$ cat src/rtl/mips_ctrl_pkg.sv
// Shared definitions for the MIPS multi-cycle controller: 4-bit state
// encodings, opcode constants, ALU/mux select encodings, the control-word
// struct and the DECODE dispatch function. Shared with ALU control and datapath.
package mips_ctrl_pkg;

  typedef enum logic [3:0] {
    S_IDLE    = 4'd0,
    S_FETCH   = 4'd1,
    S_DECODE  = 4'd2,
    S_EXEC    = 4'd3,
    S_ALUWB   = 4'd4,
    S_MEMADR  = 4'd5,
    S_MEMRD   = 4'd6,
    S_MEMWB   = 4'd7,
    S_MEMWR   = 4'd8,
    S_IMMEXEC = 4'd9,
    S_IMMWB   = 4'd10,
    S_BRANCH  = 4'd11,
    S_JUMP    = 4'd12,
    S_JAL     = 4'd13,
    S_ILLEGAL = 4'd14
  } state_t;

  localparam logic [5:0] OP_RTYPE = 6'b000000;
  localparam logic [5:0] OP_LW    = 6'b100011;
  localparam logic [5:0] OP_SW    = 6'b101011;
  localparam logic [5:0] OP_ADDI  = 6'b001000;
  localparam logic [5:0] OP_ANDI  = 6'b001100;
  localparam logic [5:0] OP_ORI   = 6'b001101;
  localparam logic [5:0] OP_BEQ   = 6'b000100;
  localparam logic [5:0] OP_J     = 6'b000010;
  localparam logic [5:0] OP_JAL   = 6'b000011;

  localparam logic [1:0] ALU_ADD    = 2'b00;
  localparam logic [1:0] ALU_SUB    = 2'b01;
  localparam logic [1:0] ALU_FUNCT  = 2'b10;
  localparam logic [1:0] ALU_IMMLOG = 2'b11;

  localparam logic [1:0] SRCB_B      = 2'b00;
  localparam logic [1:0] SRCB_FOUR   = 2'b01;
  localparam logic [1:0] SRCB_IMM    = 2'b10;
  localparam logic [1:0] SRCB_IMMSH2 = 2'b11;

  localparam logic [1:0] PCSRC_ALU    = 2'b00;
  localparam logic [1:0] PCSRC_ALUOUT = 2'b01;
  localparam logic [1:0] PCSRC_JUMP   = 2'b10;

  typedef struct packed {
    logic       pc_write;
    logic       pc_write_cond;
    logic       i_or_d;
    logic       mem_read;
    logic       mem_write;
    logic       ir_write;
    logic       reg_dst;
    logic       mem_to_reg;
    logic       reg_write;
    logic       link;
    logic       alu_src_a;
    logic [1:0] alu_src_b;
    logic [1:0] alu_op;
    logic [1:0] pc_source;
    logic       illegal_op;
  } ctrl_t;

  // State entered after DECODE for a given opcode.
  function automatic state_t decode_next(input logic [5:0] op);
    case (op)
      OP_RTYPE:                 return S_EXEC;
      OP_LW, OP_SW:             return S_MEMADR;
      OP_ADDI, OP_ANDI, OP_ORI: return S_IMMEXEC;
      OP_BEQ:                   return S_BRANCH;
      OP_J:                     return S_JUMP;
      OP_JAL:                   return S_JAL;
      default:                  return S_ILLEGAL;
    endcase
  endfunction

endpackage

$ cat src/rtl/mips_ctrl_outdec.sv
// Combinational state -> control-word decode for the multi-cycle controller.
// Ports:
//   state     in  current FSM state
//   imm_logic in  registered "andi/ori" flag selecting the imm-logical ALU op
//   ctrl      out full datapath control word
module mips_ctrl_outdec
  import mips_ctrl_pkg::*;
(
  input  state_t state,
  input  logic   imm_logic,
  output ctrl_t  ctrl
);

  always_comb begin
    ctrl = '0;
    case (state)
      S_FETCH: begin
        ctrl.mem_read  = 1'b1;
        ctrl.ir_write  = 1'b1;
        ctrl.alu_src_b = SRCB_FOUR;
        ctrl.alu_op    = ALU_ADD;
        ctrl.pc_source = PCSRC_ALU;
        ctrl.pc_write  = 1'b1;
      end
      S_DECODE: begin
        ctrl.alu_src_b = SRCB_IMMSH2;
        ctrl.alu_op    = ALU_ADD;
      end
      S_EXEC: begin
        ctrl.alu_src_a = 1'b1;
        ctrl.alu_src_b = SRCB_B;
        ctrl.alu_op    = ALU_FUNCT;
      end
      S_ALUWB: begin
        ctrl.reg_dst   = 1'b1;
        ctrl.reg_write = 1'b1;
      end
      S_MEMADR: begin
        ctrl.alu_src_a = 1'b1;
        ctrl.alu_src_b = SRCB_IMM;
        ctrl.alu_op    = ALU_ADD;
      end
      S_MEMRD: begin
        ctrl.mem_read = 1'b1;
        ctrl.i_or_d   = 1'b1;
      end
      S_MEMWB: begin
        ctrl.mem_to_reg = 1'b1;
        ctrl.reg_write  = 1'b1;
      end
      S_MEMWR: begin
        ctrl.mem_write = 1'b1;
        ctrl.i_or_d    = 1'b1;
      end
      S_IMMEXEC: begin
        ctrl.alu_src_a = 1'b1;
        ctrl.alu_src_b = SRCB_IMM;
        ctrl.alu_op    = imm_logic ? ALU_IMMLOG : ALU_ADD;
      end
      S_IMMWB: ctrl.reg_write = 1'b1;
      S_BRANCH: begin
        ctrl.alu_src_a     = 1'b1;
        ctrl.alu_src_b     = SRCB_B;
        ctrl.alu_op        = ALU_SUB;
        ctrl.pc_source     = PCSRC_ALUOUT;
        ctrl.pc_write_cond = 1'b1;
      end
      S_JUMP: begin
        ctrl.pc_source = PCSRC_JUMP;
        ctrl.pc_write  = 1'b1;
      end
      S_JAL: begin
        ctrl.pc_source = PCSRC_JUMP;
        ctrl.pc_write  = 1'b1;
        ctrl.link      = 1'b1;
        ctrl.reg_write = 1'b1;
      end
      S_ILLEGAL: ctrl.illegal_op = 1'b1;
      default: ctrl = '0;
    endcase
  end

endmodule

$ cat src/rtl/mips_multicycle_ctrl.sv
// Multi-cycle MIPS sequencer: Moore FSM stepping each instruction through
// FETCH/DECODE/EXECUTE/MEM/WRITEBACK, plus retired-instruction counter.
// Optional feature macro: MEM_HANDSHAKE_EN -- FETCH/MEMRD/MEMWR wait for
// mem_ready, and pc_write/ir_write in FETCH fire only in the ready cycle.
// Ports: clk, rst_n (async active-low), opcode (IR[31:26]), mem_ready,
//   datapath enables/selects (pc_write ... pc_source), illegal_op pulse,
//   state_o (debug state), instr_count (COUNT_W bits, wraps).
module mips_multicycle_ctrl
  import mips_ctrl_pkg::*;
#(
  parameter int COUNT_W = 32
) (
  input  logic               clk,
  input  logic               rst_n,
  input  logic [5:0]         opcode,
  input  logic               mem_ready,
  output logic               pc_write,
  output logic               pc_write_cond,
  output logic               i_or_d,
  output logic               mem_read,
  output logic               mem_write,
  output logic               ir_write,
  output logic               reg_dst,
  output logic               mem_to_reg,
  output logic               reg_write,
  output logic               link,
  output logic               alu_src_a,
  output logic [1:0]         alu_src_b,
  output logic [1:0]         alu_op,
  output logic [1:0]         pc_source,
  output logic               illegal_op,
  output logic [3:0]         state_o,
  output logic [COUNT_W-1:0] instr_count
);

  state_t             state_q, state_d;
  logic               imm_logic_q, imm_logic_d;
  logic [COUNT_W-1:0] count_q, count_d;
  logic               mem_done;
  ctrl_t              ctrl_raw, ctrl;

`ifdef MEM_HANDSHAKE_EN
  assign mem_done = mem_ready;
`else
  logic unused_mem_ready;
  assign unused_mem_ready = mem_ready;
  assign mem_done         = 1'b1;
`endif

  always_comb begin
    state_d     = state_q;
    imm_logic_d = imm_logic_q;
    count_d     = count_q;
    case (state_q)
      S_IDLE:    state_d = S_FETCH;
      S_FETCH:   if (mem_done) state_d = S_DECODE;
      S_DECODE: begin
        state_d = decode_next(opcode);
        // Latch the andi/ori distinction so IMMEXEC stays a function of state.
        imm_logic_d = (opcode == OP_ANDI) || (opcode == OP_ORI);
      end
      S_EXEC:    state_d = S_ALUWB;
      S_MEMADR:  state_d = (opcode == OP_LW) ? S_MEMRD : S_MEMWR;
      S_MEMRD:   if (mem_done) state_d = S_MEMWB;
      S_MEMWR:   if (mem_done) state_d = S_FETCH;
      S_IMMEXEC: state_d = S_IMMWB;
      S_ALUWB, S_MEMWB, S_IMMWB, S_BRANCH, S_JUMP, S_JAL, S_ILLEGAL:
                 state_d = S_FETCH;
      default:   state_d = S_IDLE;
    endcase
    // Retire on entering FETCH from a completing state; IDLE and ILLEGAL excluded.
    if ((state_d == S_FETCH) &&
        (state_q inside {S_ALUWB, S_MEMWB, S_MEMWR, S_IMMWB, S_BRANCH, S_JUMP, S_JAL}))
      count_d = count_q + COUNT_W'(1);
  end

  always_ff @(posedge clk or negedge rst_n) begin
    if (!rst_n) begin
      state_q     <= S_IDLE;
      imm_logic_q <= 1'b0;
      count_q     <= '0;
    end else begin
      state_q     <= state_d;
      imm_logic_q <= imm_logic_d;
      count_q     <= count_d;
    end
  end

  mips_ctrl_outdec u_outdec (
    .state     (state_q),
    .imm_logic (imm_logic_q),
    .ctrl      (ctrl_raw)
  );

  always_comb begin
    ctrl = ctrl_raw;
`ifdef MEM_HANDSHAKE_EN
    // While the fetch is stalled, the PC and IR must not load.
    if ((state_q == S_FETCH) && !mem_ready) begin
      ctrl.pc_write = 1'b0;
      ctrl.ir_write = 1'b0;
    end
`endif
  end

  assign pc_write      = ctrl.pc_write;
  assign pc_write_cond = ctrl.pc_write_cond;
  assign i_or_d        = ctrl.i_or_d;
  assign mem_read      = ctrl.mem_read;
  assign mem_write     = ctrl.mem_write;
  assign ir_write      = ctrl.ir_write;
  assign reg_dst       = ctrl.reg_dst;
  assign mem_to_reg    = ctrl.mem_to_reg;
  assign reg_write     = ctrl.reg_write;
  assign link          = ctrl.link;
  assign alu_src_a     = ctrl.alu_src_a;
  assign alu_src_b     = ctrl.alu_src_b;
  assign alu_op        = ctrl.alu_op;
  assign pc_source     = ctrl.pc_source;
  assign illegal_op    = ctrl.illegal_op;
  assign state_o       = state_q;
  assign instr_count   = count_q;

endmodule

$ cat config.mk
export PLATFORM = sky130hd
export DESIGN_NAME = mips_multicycle_ctrl
export DESIGN_NICKNAME = d
export VERILOG_FILES = /design/src/rtl/mips_ctrl_pkg.sv /design/src/rtl/mips_ctrl_outdec.sv /design/src/rtl/mips_multicycle_ctrl.sv
export SDC_FILE = /design/constraint.sdc
export NUM_CORES = 1
export LEC_CHECK = 0
export CAP_MARGIN = 20
export CORE_MARGIN = 2
export CORE_UTILIZATION = 50
export CTS_CLUSTER_SIZE = 25
export DETAILED_ROUTE_END_ITERATION = 7
export GPL_TIMING_DRIVEN = 0
export PLACE_DENSITY_LB_ADDON = 0.08
export SYNTH_ARGS = -nofsm -noshare
export SYNTH_HDL_FRONTEND = slang
export SYNTH_SLANG_ARGS = --single-unit
$ cat constraint.sdc
create_clock -name clk -period 2.5 [get_ports clk]
set_input_delay 0.375 -clock clk [delete_from_list [all_inputs] [get_ports clk]]
set_output_delay 0.375 -clock clk [all_outputs]
set_load 0.005 [all_outputs]
==> results by stage <==
Routing:
- The DRC violation count after routing is 0.
- The remaining antenna violation count is 0.
- The starting DRC count in detailed routing is 86.
- Summing over every cut layer, the via total after detailed routing is 1857.
- Dividing the detail-routed wire length by the instance count gives 13.56 um.
- The mean number of vias per cell is 5.494.
- The pre-antenna-repair detailed-routing pass consisted of 4 iterations.
- The total length of routed wires is 4584 um.

Logic synthesis:
- Of the post-synthesis cell area, the dominant cell type holds 0.4471.
- The register bit total from synthesis is 37.
- The number of warnings printed during yosys synthesis is 0.
- The average instance in the mapped netlist occupies 9.412 um^2.
- The number of distinct library cells after synthesis is 41.
- Of the synthesized area, sequential elements account for 0.4471.
- Synthesis produced 220 cells.
- The cell area after synthesis is 0.002071 mm^2.
- Of all cell types, the one taking the most synthesized area is sky130_fd_sc_hd__dfrtp_1.
- By area the synthesized netlist is led by sky130_fd_sc_hd__dfrtp_1, sky130_fd_sc_hd__xnor2_1, sky130_fd_sc_hd__nand4_1.
- Synthesis produced a netlist with a net count of 230.

Power:
- Of the total power, registers draw 0.352.
- For this design the static power due to leakage is 1.174 nW.
- Dividing total power by cell area gives a power density of 774.6 mW/mm^2.
- The design draws 2.194 mW.
- Of the total power, the share spent switching nets is 0.3559.
- Of the total power, the clock network draws 0.204.
- The worst IR drop on VDD is 0.0006420 V.
- The analysis attributes to net switching a power of 780.9 uW.
- The portion of total power attributed to combinational logic is 0.444.
- The total internal power is 1.413 mW.

Global route:
- The initial antenna violation count is 0.
- The number of global-route vias before repair is 1632.
- Across every metal layer, demand over resource in global routing totals 0.2131.
- For this run the aggregate overflow at the end of global routing stands at 0.
- The first global-routing pass estimated 7362 um of wire.
- The largest net degree at the start of global routing is 38.

Timing:
- The final-report hold violation count was 0.
- In the finished design, the share of the clock period the worst path needs comes to 0.9702.
- Setup violations remaining at the end of the flow were counted as 0.
- Headroom to the max-slew limit came out at 0.4698.
- On the final layout, the worst clock skew is 0.005268 ns.
- The slew at the pin closest to its max-slew limit is 0.7954 ns.
- After layout, the worst setup slack is 0.07441 ns.
- Setup repair after global routing left no endpoint under its margin.
- The setup total negative slack is 0 ns.
- After layout, the minimum clock period comes to 2.426 ns.
- The final number of max-transition violations was 0.
- Timing would allow up to 412.3 MHz.

Worst hold path:
- In this run the worst hold path is classified as in2async.

Final layout:
- In the final layout, the share of cells above drive strength 1 is 0.09375.
- The diode insertion count for antenna repair is 0.
- The final net count is 297.
- The relative area change from synthesis to final layout is 36.80%.
- For this run, the share of the core covered by cells in the final layout is 0.7082.
- The finished cells cover 0.002833 mm^2.

Placed design:
- At the end of routability-driven placement, the weighted congestion stood at 0.8171.
- The number of buffers added on ports is 60.
- Timing analysis after detailed placement gives a worst setup slack of 0.2623 ns.
- Detailed placement finished with a half-perimeter wire length of 3366 um.
- In this run the cell area measured after placement is 0.002729 mm^2.

Worst setup path:
- Walking the worst path, the cells encountered are clkbuf_2 > inv_1 > o311ai_0 > o21ai_0 > clkdlybuf4s50_1.
- The sort of element at the end of the critical path is an output port.
- On the worst path, the slowest cell contributes a delay of 0.47 ns.
- The worst endpoint data arrival time is 2.05 ns.
- Together, buffers and inverters on the worst path number 3.
- By startpoint and endpoint, the worst setup path is classified as reg2out.
- The data required time at the worst endpoint is 2.12 ns.
- In this run the worst path has a maximum fanout of 10.
- The slowest stage cell on the critical path is sky130_fd_sc_hd__clkdlybuf4s50_1.
- STA classifies the critical path startpoint as a register.
- The cell family contributing the most delay on the critical path is buffers and inverters.

Clock tree:
- The clock sink total is 37.
- In this run, post-CTS hold repair placed 0 buffers.
- No sink is reached through more buffers than the 2 on the longest clock path.
- The later pin in the worst-skew pair is clocked with a latency of 0.29 ns.
- After clock tree synthesis, the setup repair step added 0 buffers.
- The clock root buffer is sky130_fd_sc_hd__clkbuf_8.
- The number of buffers added by the clock tree synthesis step is 5.
- The clock edge transition at the registers on the reported setup and hold paths is 0.07 ns.
- Gates resized during post-CTS repair numbered 1.
- The H-tree generated during clock tree synthesis spans 2 levels.
- The clock tree from TritonCTS is done.

Floorplanning:
- The die covers 0.004672 mm^2.
- The die is 68.36 um wide.
- The initial utilization of the core area, before any placement, comes to 0.5177.
- The I/O pin count is 63.
- The total area inside the core boundary comes to 0.004000 mm^2.
- The number of rows created at floorplan is 23.
- The die is 68.36 um tall.

Flow run:
- The number of maximum-capacitance constraint violations is 0.

Status:
- The run finished with clean final reports.
registers in the layout (all words and copies together) (netlist names):
register     count
instr_count     32
imm_logic_q      1
state_o          4
cell type report:
type	count	area [um^2]
multi-input combinational	169	1079
timing repair buffer	60	595.6
clock inverter	2	13.76
clock buffer	6	82.58
fill	329	1167
sequential	37	925.9
buffer	12	66.31
tap	50	62.56
inverter	2	7.507
cells in the final DEF, fill, tap and decap left out, types with 5 or more instances in the layout:
master,n
sky130_fd_sc_hd__nand4_1,16
sky130_fd_sc_hd__clkbuf_8,6
sky130_fd_sc_hd__a21oi_1,5
sky130_fd_sc_hd__nor2b_1,6
sky130_fd_sc_hd__nor2_1,22
sky130_fd_sc_hd__nand2_1,18
sky130_fd_sc_hd__o21ai_0,5
sky130_fd_sc_hd__nand3_1,12
sky130_fd_sc_hd__and2_1,7
sky130_fd_sc_hd__and3_1,6
sky130_fd_sc_hd__nor3_1,9
sky130_fd_sc_hd__xnor2_1,26
sky130_fd_sc_hd__clkdlybuf4s50_1,59
sky130_fd_sc_hd__dfrtp_1,37
sky130_fd_sc_hd__xor2_1,6
power groups by stage:
stage | Combinational [mW] | Sequential, mW | Clock (mW)
2_1_floorplan | 0.509 | 0.773 | 0
6_report | 0.974 | 0.773 | 0.447
3_3_place_gp | 0.950 | 0.781 | 0
4_1_cts | 0.969 | 0.773 | 0.457
5_1_grt | 1.07 | 0.788 | 0.484
3_5_place_dp | 0.961 | 0.785 | 0
cells by family after synthesis:
family                   count (synthesis)  share of synthesized area
multiplexers                             1                   0.005438
buffers and inverters                   14                    0.03323
AO/OA/AOI/OAI                           23                    0.07493
flip-flops                              37                     0.4471
XOR/XNOR                                32                     0.1353
adder cells (fa/ha/maj)                  1                   0.006041
AND/OR/NAND/NOR                        112                     0.2979
cell usage after synthesis (all sizes together):
master / instances
a2111oi: 1
a31oi: 2
o21a: 1
or2b: 1
o211a: 1
xnor2: 26
nor3b: 1
or4: 1
nand4: 16
buf: 6
nand2: 18
xor2: 6
mux2: 1
a22oi: 1
o21ai: 7
nand2b: 4
dfrtp: 37
a21oi: 5
nand3: 12
o311ai: 1
nor4b: 2
o22ai: 1
a21boi: 1
nor2b: 6
o32ai: 1
and3: 6
clkbuf: 6
nor3: 9
and2: 7
a32oi: 1
and4: 2
ha: 1
nor2: 23
inv: 2
or2: 2
nor4: 2
through the flow:
stage / instances / hold WS [ns]
after floorplan: 220 / 0.07941
after global placement: 330 / 0.4607
after detailed placement: 330 / 0.4813
after CTS: 338 / 0.1984
after global routing: 338 / 0.2332
final: 338 / 0.1634
routing by layer:
metal / wire length, um / vias up / GRT usage / part of all wire
met3: 186 / 7 / 0.05921 / 0.041
li1: - / 908 / - / -
met4: 75 / 0 / 0.09000 / 0.016
met1: 2123 / 897 / 0.2905 / 0.46
met5: 0 / - / 0 / 0
met2: 2199 / 45 / 0.3167 / 0.48
path summary, 6_finish.rpt:
kind                                                   from                     endpoint  slack (ns)  depth (start not counted)
worst max-delay path                   state_o[0]$_DFF_PN0_                    reg_write        0.07                          5
worst min-delay path                                  rst_n   instr_count[2]$_DFFE_PN0P_        0.16                          1
worst max register to register         state_o[1]$_DFF_PN0_  instr_count[31]$_DFFE_PN0P_        0.61                          6
worst min register to register  instr_count[30]$_DFFE_PN0P_  instr_count[30]$_DFFE_PN0P_        0.49                          1
max in group asynchronous                             rst_n         state_o[3]$_DFF_PN0_        1.84                          1
min in group clk                instr_count[30]$_DFFE_PN0P_  instr_count[30]$_DFFE_PN0P_        0.49                          1
worst reg2reg max path, stage by stage (launching register included):
cell	delay, ns
sky130_fd_sc_hd__dfrtp_1	0.49
sky130_fd_sc_hd__nand2b_1	0.25
sky130_fd_sc_hd__a22oi_2	0.18
sky130_fd_sc_hd__nor4_4	0.35
sky130_fd_sc_hd__buf_4	0.23
sky130_fd_sc_hd__nand4_1	0.11
sky130_fd_sc_hd__xnor2_1	0.17
Note: power is estimated with default switching activity, not from simulation.
